## config.mk

```make
export PLATFORM = sky130hd
export DESIGN_NAME = wb_active_ctrl
export DESIGN_NICKNAME = d
export VERILOG_FILES = /design/src/rtl/wb_active_pkg.sv /design/src/rtl/wb_slave_if.sv /design/src/rtl/wb_active_ctrl.sv
export SDC_FILE = /design/constraint.sdc
export NUM_CORES = 1
export LEC_CHECK = 0
export CORE_MARGIN = 1.5
export CORE_UTILIZATION = 46
export CTS_CLUSTER_DIAMETER = 100
export DETAILED_ROUTE_END_ITERATION = 16
export PLACE_DENSITY = 0.77
export REMOVE_ABC_BUFFERS = 1
export SLEW_MARGIN = 20
export SYNTH_ARGS = -nofsm -noshare
export SYNTH_HDL_FRONTEND = slang
export SYNTH_SLANG_ARGS = --single-unit
```

## constraint.sdc

```tcl
create_clock -name wb_clk_i -period 2.15 [get_ports wb_clk_i]
set_input_delay 0.43 -clock wb_clk_i [delete_from_list [all_inputs] [get_ports wb_clk_i]]
set_output_delay 0.43 -clock wb_clk_i [all_outputs]
set_load 0.02 [all_outputs]
```

## src/rtl/wb_active_pkg.sv

```systemverilog
// wb_active_pkg: register offsets, status bits and FSM encoding shared by wb_active_ctrl
package wb_active_pkg;
  typedef enum logic [1:0] {IDLE = 2'd0, DRAIN = 2'd1, APPLY = 2'd2} state_t;
  localparam logic [7:0] OFF_REQ = 8'h00;
  localparam logic [7:0] OFF_CUR = 8'h04;
  localparam logic [7:0] OFF_STATUS = 8'h08;
  localparam logic [7:0] OFF_ID = 8'h0C;
  localparam int ST_BUSY = 0;
  localparam int ST_PEND = 1;
endpackage

```

## src/rtl/wb_slave_if.sv

```systemverilog
// wb_slave_if: wishbone hit decode, single-cycle registered ack and read mux
module wb_slave_if
  import wb_active_pkg::*;
#(
  parameter logic [31:0] BASE_ADDR = 32'h3000_0000
) (
  input  logic        clk,
  input  logic        rst_n,
  input  logic        stb,
  input  logic        cyc,
  input  logic        we,
  input  logic [31:0] adr,
  input  logic [31:0] req,
  input  logic [31:0] cur,
  input  logic [31:0] status,
  input  logic [31:0] id,
  output logic        ack,
  output logic [31:0] dat,
  output logic        req_wr
);
  logic        ack_q, ack_d, hit, unused_ok;
  logic [31:0] dat_q, dat_d, rdata;
  logic [7:0]  off;
  always_comb begin
    off = {adr[7:2], 2'b00};
    hit = stb & cyc & (adr[31:8] == BASE_ADDR[31:8]);
    ack_d = hit & ~ack_q;
    rdata = off == OFF_REQ ? req : off == OFF_CUR ? cur : off == OFF_STATUS ? status : off == OFF_ID ? id : '0;
    dat_d = ack_d & ~we ? rdata : '0;
    req_wr = ack_d & we & (off == OFF_REQ);
  end
  always_ff @(posedge clk or negedge rst_n) begin
    if (!rst_n) begin
      ack_q <= 1'b0;
      dat_q <= '0;
    end else begin
      ack_q <= ack_d;
      dat_q <= dat_d;
    end
  end
  assign unused_ok = ^adr[1:0];
  assign ack = ack_q;
  assign dat = dat_q;
endmodule

```

## src/rtl/wb_active_ctrl.sv

```systemverilog
// wb_active_ctrl: wishbone-programmed project enables with a zero drain between selections
module wb_active_ctrl
  import wb_active_pkg::*;
#(
  parameter logic [31:0] BASE_ADDR = 32'h3000_0000,
  parameter int DRAIN_CYCLES = 16,
  parameter logic [31:0] ID_VALUE = 32'h5A2A_0001
) (
  input  logic        wb_clk_i,
  input  logic        wb_rst_ni,
  input  logic        wbs_stb_i,
  input  logic        wbs_cyc_i,
  input  logic        wbs_we_i,
  input  logic [3:0]  wbs_sel_i,
  input  logic [31:0] wbs_dat_i,
  input  logic [31:0] wbs_adr_i,
  output logic        wbs_ack_o,
  output logic [31:0] wbs_dat_o,
  output logic [31:0] active_o
);
  localparam logic [7:0] DRAIN_LOAD = 8'(DRAIN_CYCLES - 1);
  state_t      state_q, state_d;
  logic [7:0]  cnt_q, cnt_d;
  logic [31:0] req_q, req_d, cur_q, cur_d, act_q, act_d, status;
  logic        req_wr;
  wb_slave_if #(.BASE_ADDR(BASE_ADDR)) u_if (
    .clk(wb_clk_i),
    .rst_n(wb_rst_ni),
    .stb(wbs_stb_i),
    .cyc(wbs_cyc_i),
    .we(wbs_we_i),
    .adr(wbs_adr_i),
    .req(req_q),
    .cur(cur_q),
    .status(status),
    .id(ID_VALUE),
    .ack(wbs_ack_o),
    .dat(wbs_dat_o),
    .req_wr(req_wr)
  );
  always_comb begin
    for (int b = 0; b < 4; b++) req_d[8*b+:8] = req_wr & wbs_sel_i[b] ? wbs_dat_i[8*b+:8] : req_q[8*b+:8];
    status = '0;
    status[ST_BUSY] = state_q != IDLE;
    status[ST_PEND] = req_q != cur_q;
    state_d = state_q;
    cnt_d = cnt_q;
    cur_d = cur_q;
    act_d = act_q;
    case (state_q)
      IDLE: begin
        act_d = req_q != cur_q ? '0 : cur_q;
        state_d = req_q != cur_q ? DRAIN : IDLE;
        cnt_d = req_q != cur_q ? DRAIN_LOAD : cnt_q;
      end
      DRAIN: begin
        act_d = '0;
        cnt_d = req_wr ? DRAIN_LOAD : cnt_q == 8'd0 ? cnt_q : cnt_q - 8'd1;
        state_d = !req_wr && cnt_q == 8'd0 ? APPLY : DRAIN;
      end
      APPLY: begin
        cur_d = req_q;
        act_d = req_q;
        state_d = IDLE;
      end
      default: state_d = IDLE;
    endcase
  end
  always_ff @(posedge wb_clk_i or negedge wb_rst_ni) begin
    if (!wb_rst_ni) begin
      state_q <= IDLE;
      cnt_q <= '0;
      req_q <= '0;
      cur_q <= '0;
      act_q <= '0;
    end else begin
      state_q <= state_d;
      cnt_q <= cnt_d;
      req_q <= req_d;
      cur_q <= cur_d;
      act_q <= act_d;
    end
  end
  assign active_o = act_q;
endmodule

```

* Yosys cells after proc, flatten, opt, wreduce, memory -nomap -nowiden *
Index checks and enable logic that the tools add are counted.

storage, ports and cells
  input port bits = 73
  register bits after elaboration = 139
  output and inout port bits = 65
  word-level logic and storage cells = 55

cells by class
  equal/unequal tests = 9
  reduce and logical (&&, ||, !) cells = 9
  $add $sub $neg = 1
  bitwise gates (word level) = 12
  mux-type cells = 14

operators by type and width
  cell                    number
  $mux W32                5
  $pmux W32 S3            1
  $ne A32 B32 Y1          1
  $mux W31                1
  $eq A24 B22 Y1 const B  1
  $mux W8                 3
  $pmux W8 S2             1
  $eq A6 B2 Y1 const B    2
  $and A1 B1 Y1           10
  $logic_not A8 Y1        1
  $sub A8 B1 Y8 const B   1
  $eq A6 B1 Y1 const B    1
  $logic_not A6 Y1        1
  $pmux W2 S2             1
  $reduce_bool A2 Y1      2
  $ne A3 B3 Y1 const B    1
  $reduce_and A3 Y1       1
  $reduce_bool A3 Y1      1
  $eq A2 B1 Y1 const B    1
  $eq A2 B2 Y1 const B    1
  $logic_not A2 Y1        1
  $mux W2                 1
  $ne A2 B1 Y1 const B    1
  $not A1 Y1              2
  3 further kinds         3

* Longest topological paths before layout *
Gate-level depths: netlist of run 1.

  depth after elaboration = 9
  gate-level depth with buffers = 8
  depth with buffers taken out = 7

* Hierarchy *
A second synthesis of run 1 with hierarchy kept.

second synthesis, totals
  cells, all modules = 546
  area total of the unflattened synthesis = 7171.9 um2

by module, submodules not included
  module          instances  cells each  area each (um2)
  wb_active_ctrl  1          414         4870.9
  wb_slave_if     1          132         2301.0

* Worst setup path after synthesis of run 1 *
OpenSTA, ideal clock, no wires.

  kind = input port to flip-flop
  start point = input wbs_adr_i[5]
  end point = register cnt_q[3]
  slack = -0.322 ns
  required time = 2.056 ns
  path buffers = 0
  arrival time = 2.378 ns
  cell stages on the path = 6
  setup time = 0.094 ns
  cells stage by stage = or4_4 > or4b_4 > o31ai_4 > nor2_1 > a211o_1 > a221oi_2

on the way
  cells in the longest elaborated chain, start to end = 4
  elaborated cells on any way between the ends = 6

ends and longest elaborated chain
  element                                                            line                  RTL
  start, declared                                                    wb_active_ctrl.sv:16  input logic [31:0] wbs_adr_i,
  $logic_not A6 Y1 *                                                 wb_slave_if.sv:30     req_wr = ack_d & we & (off == OFF_REQ);
  $and A1 B1 Y1 *                                                    wb_slave_if.sv:30
  $ne A3 B3 Y1 (no line) / $mux W8 (equally long branches)           -
  $reduce_and A3 Y1 (no line) / $pmux W8 S2 (equally long branches)  -
  end signal, assigned                                               wb_active_ctrl.sv:78  cnt_q <= cnt_d;
  end, declared                                                      wb_active_ctrl.sv:23  logic [7:0] cnt_q, cnt_d;

Mark *: on every way between the ends. The rest lies on a longest branch, timed or not.
A chain may end at the register's enable or synchronous reset.

* Final worst setup path of run 1 *
  start point = input wbs_adr_i[6]
  end point = register cnt_q[3]

The elaborated chain is that of the path after synthesis.

==> results.yml, run 1 <==
flow_run:
  maxCapViolCount: 0
place:
  hpwl_mm: 11.5
  numPortBuffers: 135
  dp_slack_ps: -817
  gp_congestion: 0.821
grt:
  overflow: 0
  grt_pass1_wl_mm: 26.6
  groute.usage.overall: 0.242
  grt_max_degree: 59
  antenna_found_initial: 0
  first_global_vias: 5166
synth:
  synthFlopType: "dfrtp_1"
  synth_top_area_frac: 0.565
  synthDistinctLibCells: 38
  syn_inst: 536
  synthTopCellsByArea: "dfrtp_1 56%, mux2_2 11%, a22oi_1 6.8%"
  yosysMostFrequentCell: "dfrtp_1"
  ys_warn_count: 0
  synth-seq-cells: 139
  avgSynthCellArea_um2: 11.5
  synth-seq-area-share: 0.565
  synth_enable_flop_cells: 0
  ys_top_cells_by_count: "139 x dfrtp_1, 62 x mux2_2, 56 x a22oi_1"
  yosysTopAreaCell: "dfrtp_1"
  synth_area_um2: 6160
  ys_async_sr_fraction: 1.00
drt:
  drc_errors: 0
  drtAntennaViolNets: 0
  postRouteWirelength_mm: 16.7
  drt_iter0_drc: 433
  viasPerCell: 5.59
  routed-via-count: 5072
  wl_per_cell_um: 18.4
  dr.pass1.iters: 5
sta:
  drv_slew: 0
  worst_slew_pin_slew_ps: 565
  final-setup-viol-count: 3
  grt_setup_unrepaired: "yes"
  worst_slack_ps: -108
  fin_skew_ps: 14.1
  hold_viol_final: 0
  final.setup.tns_ps: -176
  max_slew_margin: 0.624
  period_share: 1.05
  period_needed_ps: 2260
  fmax_mhz: 443
setup_path:
  rr_worst_depth: 8
  worstPathArrival_ps: 2590
  critPathCapture: "cnt_q[3]$_DFFE_PN0P_"
  cp-startpoint: "wbs_adr_i[6]"
  crit_path_end_kind: "flip-flop"
  r2r_start: "cur_q[31]$_DFFE_PN0N_"
  worstPathRequired_ps: 2480
  cp_max_fo: 3
  startpoint_type: "input port"
  rr_endpoint: "cnt_q[5]$_DFFE_PN0P_"
  critical_path_class: "input port to flip-flop"
  rrSetupSlack_ps: 50
die:
  start_util: 0.469
  rows: 42
  dieArea_um2: 14100
  io_pins: 138
  die_x_um: 119
  die_h_um: 119
  core_um2: 13100
final_layout:
  antenna_cells: 0
  drive_above_1_share: 0.245
  area.growth.synth_to_final_pct: 43.7
  nFillCells: 962
  seqCellArea_um2: 3480
  multi_input_area_um2: 2660
  finalNetCount: 796
clock_network:
  cts_num_sinks: 139
  clk_path_buf_depth: 2
  path_clk_slew_ps: 60
  cts-root-buf: "clkbuf_16"
  htreeDepth: 4
  cts_tree: "done"
  numCtsBuffers: 17
  insertion_delay_ps: 420
power_and_ir_drop:
  irDropWorstVdd_v: 0.000512
  power_density_nw_per_um2: 659
  leakage_nw: 4.12
run_status:
  status: "finished with violations"
  violations: "setup timing"
hold_path:
  hold_class: "flip-flop to flip-flop"
[kinds of logic after synthesis]
kind of cell | Yosys count | synth area share
flip-flops | 139 | 0.565
AND/OR/NAND/NOR | 130 | 0.0992
AO/OA/AOI/OAI | 128 | 0.140
multiplexers | 64 | 0.117
buffers and inverters | 38 | 0.0232
XOR/XNOR | 32 | 0.0455
adder cells (fa/ha/maj) | 5 | 0.0102
[final cells by class]
class | instances | area share
flip-flops and latches | 139 | 0.393
multi-input cells | 359 | 0.301
repair buffers | 192 | 0.209
clock buffers | 21 | 0.0521
well taps | 176 | 0.0249
clock inverters | 11 | 0.0163
inverters | 9 | 0.00382
[what timing repair did]
item,4_1_cts,5_1_grt
pin swaps,8,19
resized for setup,19,46
setup buffers,1,10
endpoints found under the hold margin,36,0
hold buffers,1,0
setup endpoints to repair,61,75
gates cloned,0,0
[critical path, stage by stage]
cell and delay, ps:
buf_6 90, or4_4 520, or4b_4 540, buf_6 150, o31ai_4 220, nor2_1 100, a211o_1 300, a221oi_2 230
[cells in the final DEF (no fill, tap or decap), drive strengths merged, types with 2 or more instances in the layout]
master and count:
inv 9, clkinv 7, mux2 64, nand4 5
nor2b 3, nor2 36, a22o 4, buf 60
o31ai 2, nor3 11, nand3 4, a22oi 56
clkdlybuf4s50 130, dfrtp 139, a21oi 7, ha 5
nand2 48, bufinv 3, or3 2, a211oi 4
and3 2, xor2 32, a211o 3, nor4 13
clkbuf 21, or2 2, a221oi 2, o21ai 45
[power breakdown]
| group | internal [mW] | total (mW) | switching (mW) |
|---|---|---|---|
| logic | 0.135 | 0.238 | 0.104 |
| registers | 2.62 | 2.62 | 0.00000220 |
| clock network | 1.88 | 2.98 | 1.10 |
[metal layers]
layer / global-route usage / share of wire
met2: 0.409 / 0.51
met5: 0 / 0
met4: 0.0768 / 0.022
met1: 0.313 / 0.42
met3: 0.0526 / 0.054
[registers in the layout (all words and copies together) (netlist names)]
signal	flops
cnt_q	8
active_o	32
u_if.ack	1
state_q	2
u_if.dat	32
req_q	32
cur_q	32
[how the worst min path moves through the flow]
stage / start / endpoint / slack, ps / cells past startpoint
after detailed placement: wb_rst_ni / u_if.ack$_DFF_PN0_ / 440 / 1
after floorplan: wb_rst_ni / active_o[0]$_DFFE_PN0P_ / 130 / 0
after global routing: active_o[1]$_DFFE_PN0P_ / active_o[1]$_DFFE_PN0P_ / 520 / 2
after CTS: active_o[23]$_DFFE_PN0P_ / active_o[23]$_DFFE_PN0P_ / 490 / 2
after global placement: wb_rst_ni / cnt_q[2]$_DFFE_PN0P_ / 430 / 1
final: active_o[23]$_DFFE_PN0P_ / active_o[23]$_DFFE_PN0P_ / 480 / 2
[per-stage QoR]
| step | utilization | hold WS [ps] | power, mW | instance area, µm² | cells |
|---|---|---|---|---|---|
| floorplan | - | 134 | 2.68 | 6050 | 507 |
| global route | 0.673 | 516 | 5.99 | 8850 | 907 |
| CTS | 0.659 | 486 | 5.86 | 8660 | 897 |
| global placement | 0.611 | 431 | 2.89 | 8020 | 864 |
| finish | 0.673 | 479 | 5.83 | 8850 | 907 |
| detailed placement | 0.611 | 439 | 2.90 | 8020 | 864 |
Power figures use the tool's default switching activity.
==> run 2: changes to the inputs <==
Settings changed: CAP_MARGIN set to 20, CELL_PAD_IN_SITES_DETAIL_PLACEMENT set to 1, CELL_PAD_IN_SITES_GLOBAL_PLACEMENT set to 1, CORE_UTILIZATION 46 to 36, PLACE_DENSITY 0.77 to unset, PLACE_DENSITY_LB_ADDON set to 0.1.
==> run 2 against run 1 <==
The flow still finishes with violations (setup timing). Hold slack improved by 15 ps. Clock power fell by 1%. Critical path depth rose by 1. Critical path type unchanged. Highest routed layer unchanged.
==> results.yml, run 2 (synthesis gave the netlist of run 1 again) <==
run_status:
  status: "finished with violations"
  violations: "setup timing"
final_layout:
  finalNetCount: 822
  nFillCells: 1725
  seqCellArea_um2: 3480
  post-route-util: 0.556
  layout_commonest_cell: "dfrtp_1"
  antenna_cells: 0
  multi_input_area_um2: 2750
  area.growth.synth_to_final_pct: 50.2
  drive_above_1_share: 0.291
  final_cell_mix: "139 x dfrtp_1, 130 x clkdlybuf4s50_1, 65 x buf_4"
setup_path:
  crit_family: "simple AND/OR/NAND/NOR gates"
  path_cells: "buf_6 > or4_4 > or4b_4 > buf_6 > o31ai_4 > buf_4 > a31oi_1 > a211o_1 > a22o_1"
  cp_slowest_cell: "or4_4"
  max_stage_delay_ps: 550
  cp_max_fo: 2
  worstPathRequired_ps: 2460
  crit_path_end_kind: "flip-flop"
  startpoint_type: "input port"
  cp.buffers_inverters: 3
  cp_common_cell: "buf_6"
  worstPathArrival_ps: 2540
  critical_path_class: "input port to flip-flop"
sta:
  hold_viol_final: 0
  hold_ws_ps: 494
  fin_skew_ps: 9.20
  fmax_mhz: 449
  drv_slew: 0
  max_slew_margin: 0.701
  final.setup.tns_ps: -566
  period_needed_ps: 2230
  grt_setup_unrepaired: "yes"
  worst_slew_pin_slew_ps: 449
  worst_slack_ps: -77.6
  final-setup-viol-count: 34
  period_share: 1.04
flow_run:
  maxCapViolCount: 0
grt:
  groute.usage.overall: 0.230
  overflow: 0
  first_global_vias: 5726
  grt_max_degree: 44
  antenna_found_initial: 0
  grt_pass1_wl_mm: 31.2
die:
  core_um2: 16600
  die_x_um: 134
  dieArea_um2: 17900
  die_h_um: 134
  start_util: 0.370
  io_pins: 138
  rows: 47
drt:
  dr.pass1.iters: 4
  drc_errors: 0
  routed-via-count: 5207
  drt_iter0_drc: 225
  drtAntennaViolNets: 0
  wl_per_cell_um: 20.7
  viasPerCell: 5.33
  postRouteWirelength_mm: 20.2
place:
  hpwl_mm: 13.5
  gp_congestion: 0.825
  numPortBuffers: 135
hold_path:
  hold_class: "flip-flop to flip-flop"
clock_network:
  insertion_delay_ps: 430
  htreeDepth: 4
  cts-root-buf: "clkbuf_16"
  path_clk_slew_ps: 70
  clk_path_buf_depth: 2
  cts_num_sinks: 139
  numCtsBuffers: 17
  cts_tree: "done"
power_and_ir_drop:
  finalPower_mw: 5.81
  leakage_nw: 4.31
  irDropWorstVdd_v: 0.000530
  power_density_nw_per_um2: 628
-- run 2: per-stage QoR --
stage | instances | area (µm²) | setup slack, ps
finish | 977 | 9250 | -77.6
detailed placement | 935 | 8290 | -860
CTS | 972 | 9000 | -117
global route | 977 | 9250 | -161
global placement | 935 | 8290 | -807
floorplan | 507 | 6050 | -986
-- run 2: worst register-to-register path, cell delays in order (launching register included) --
cell     delay (ps)
dfrtp_1         410
xor2_2          210
nor4_4          280
buf_4           160
nand4_1         170
buf_4           230
nor3_4          180
buf_4           160
o21ai_0          90
a22o_1          190
-- run 2: timing repair --
item	4_1_cts	5_1_grt
hold buffers	1	0
pin swaps	11	15
endpoints found under the hold margin	40	0
endpoints found under the setup margin	78	82
buffers inserted	5	3
resized for setup	30	66
cloned	0	2
-- run 2: cell type report --
class | count | share of cell area
clock buffer | 17 | 0.0460
clock inverter | 15 | 0.0181
inverter | 9 | 0.00365
multi-input combinational | 359 | 0.297
sequential | 139 | 0.376
tap | 220 | 0.0298
timing repair buffer | 218 | 0.229
-- run 2: path summary, 6_finish.rpt --
check | from | cells past startpoint | slack, ps | end
hold / removal | active_o[24]$_DFFE_PN0P_ | 2 | 490 | active_o[24]$_DFFE_PN0P_
min in group asynchronous | wb_rst_ni | 2 | 510 | active_o[17]$_DFFE_PN0P_
setup reg to reg | cur_q[29]$_DFFE_PN0N_ | 9 | -50 | cnt_q[5]$_DFFE_PN0P_
max in group asynchronous | wb_rst_ni | 3 | 980 | active_o[20]$_DFFE_PN0P_
hold reg to reg | active_o[24]$_DFFE_PN0P_ | 2 | 490 | active_o[24]$_DFFE_PN0P_
setup / recovery | wbs_adr_i[6] | 9 | -80 | cnt_q[4]$_DFFE_PN0P_
-- run 2: routing by layer --
layer  global-route usage  vias up  wire, µm
met5                    0        -         0
met3               0.0484       24       973
met1                0.276     2673      8500
li1                     -     2360         -
met2                0.406      150     10400
met4               0.0833        0       337
-- run 2: where the power goes --
part	switching, mW	leakage, nW	internal (mW)
registers	0.00000224	1.94	2.62
logic	0.112	2.10	0.136
clock network	1.22	0.267	1.73
total	1.33	4.31	4.48
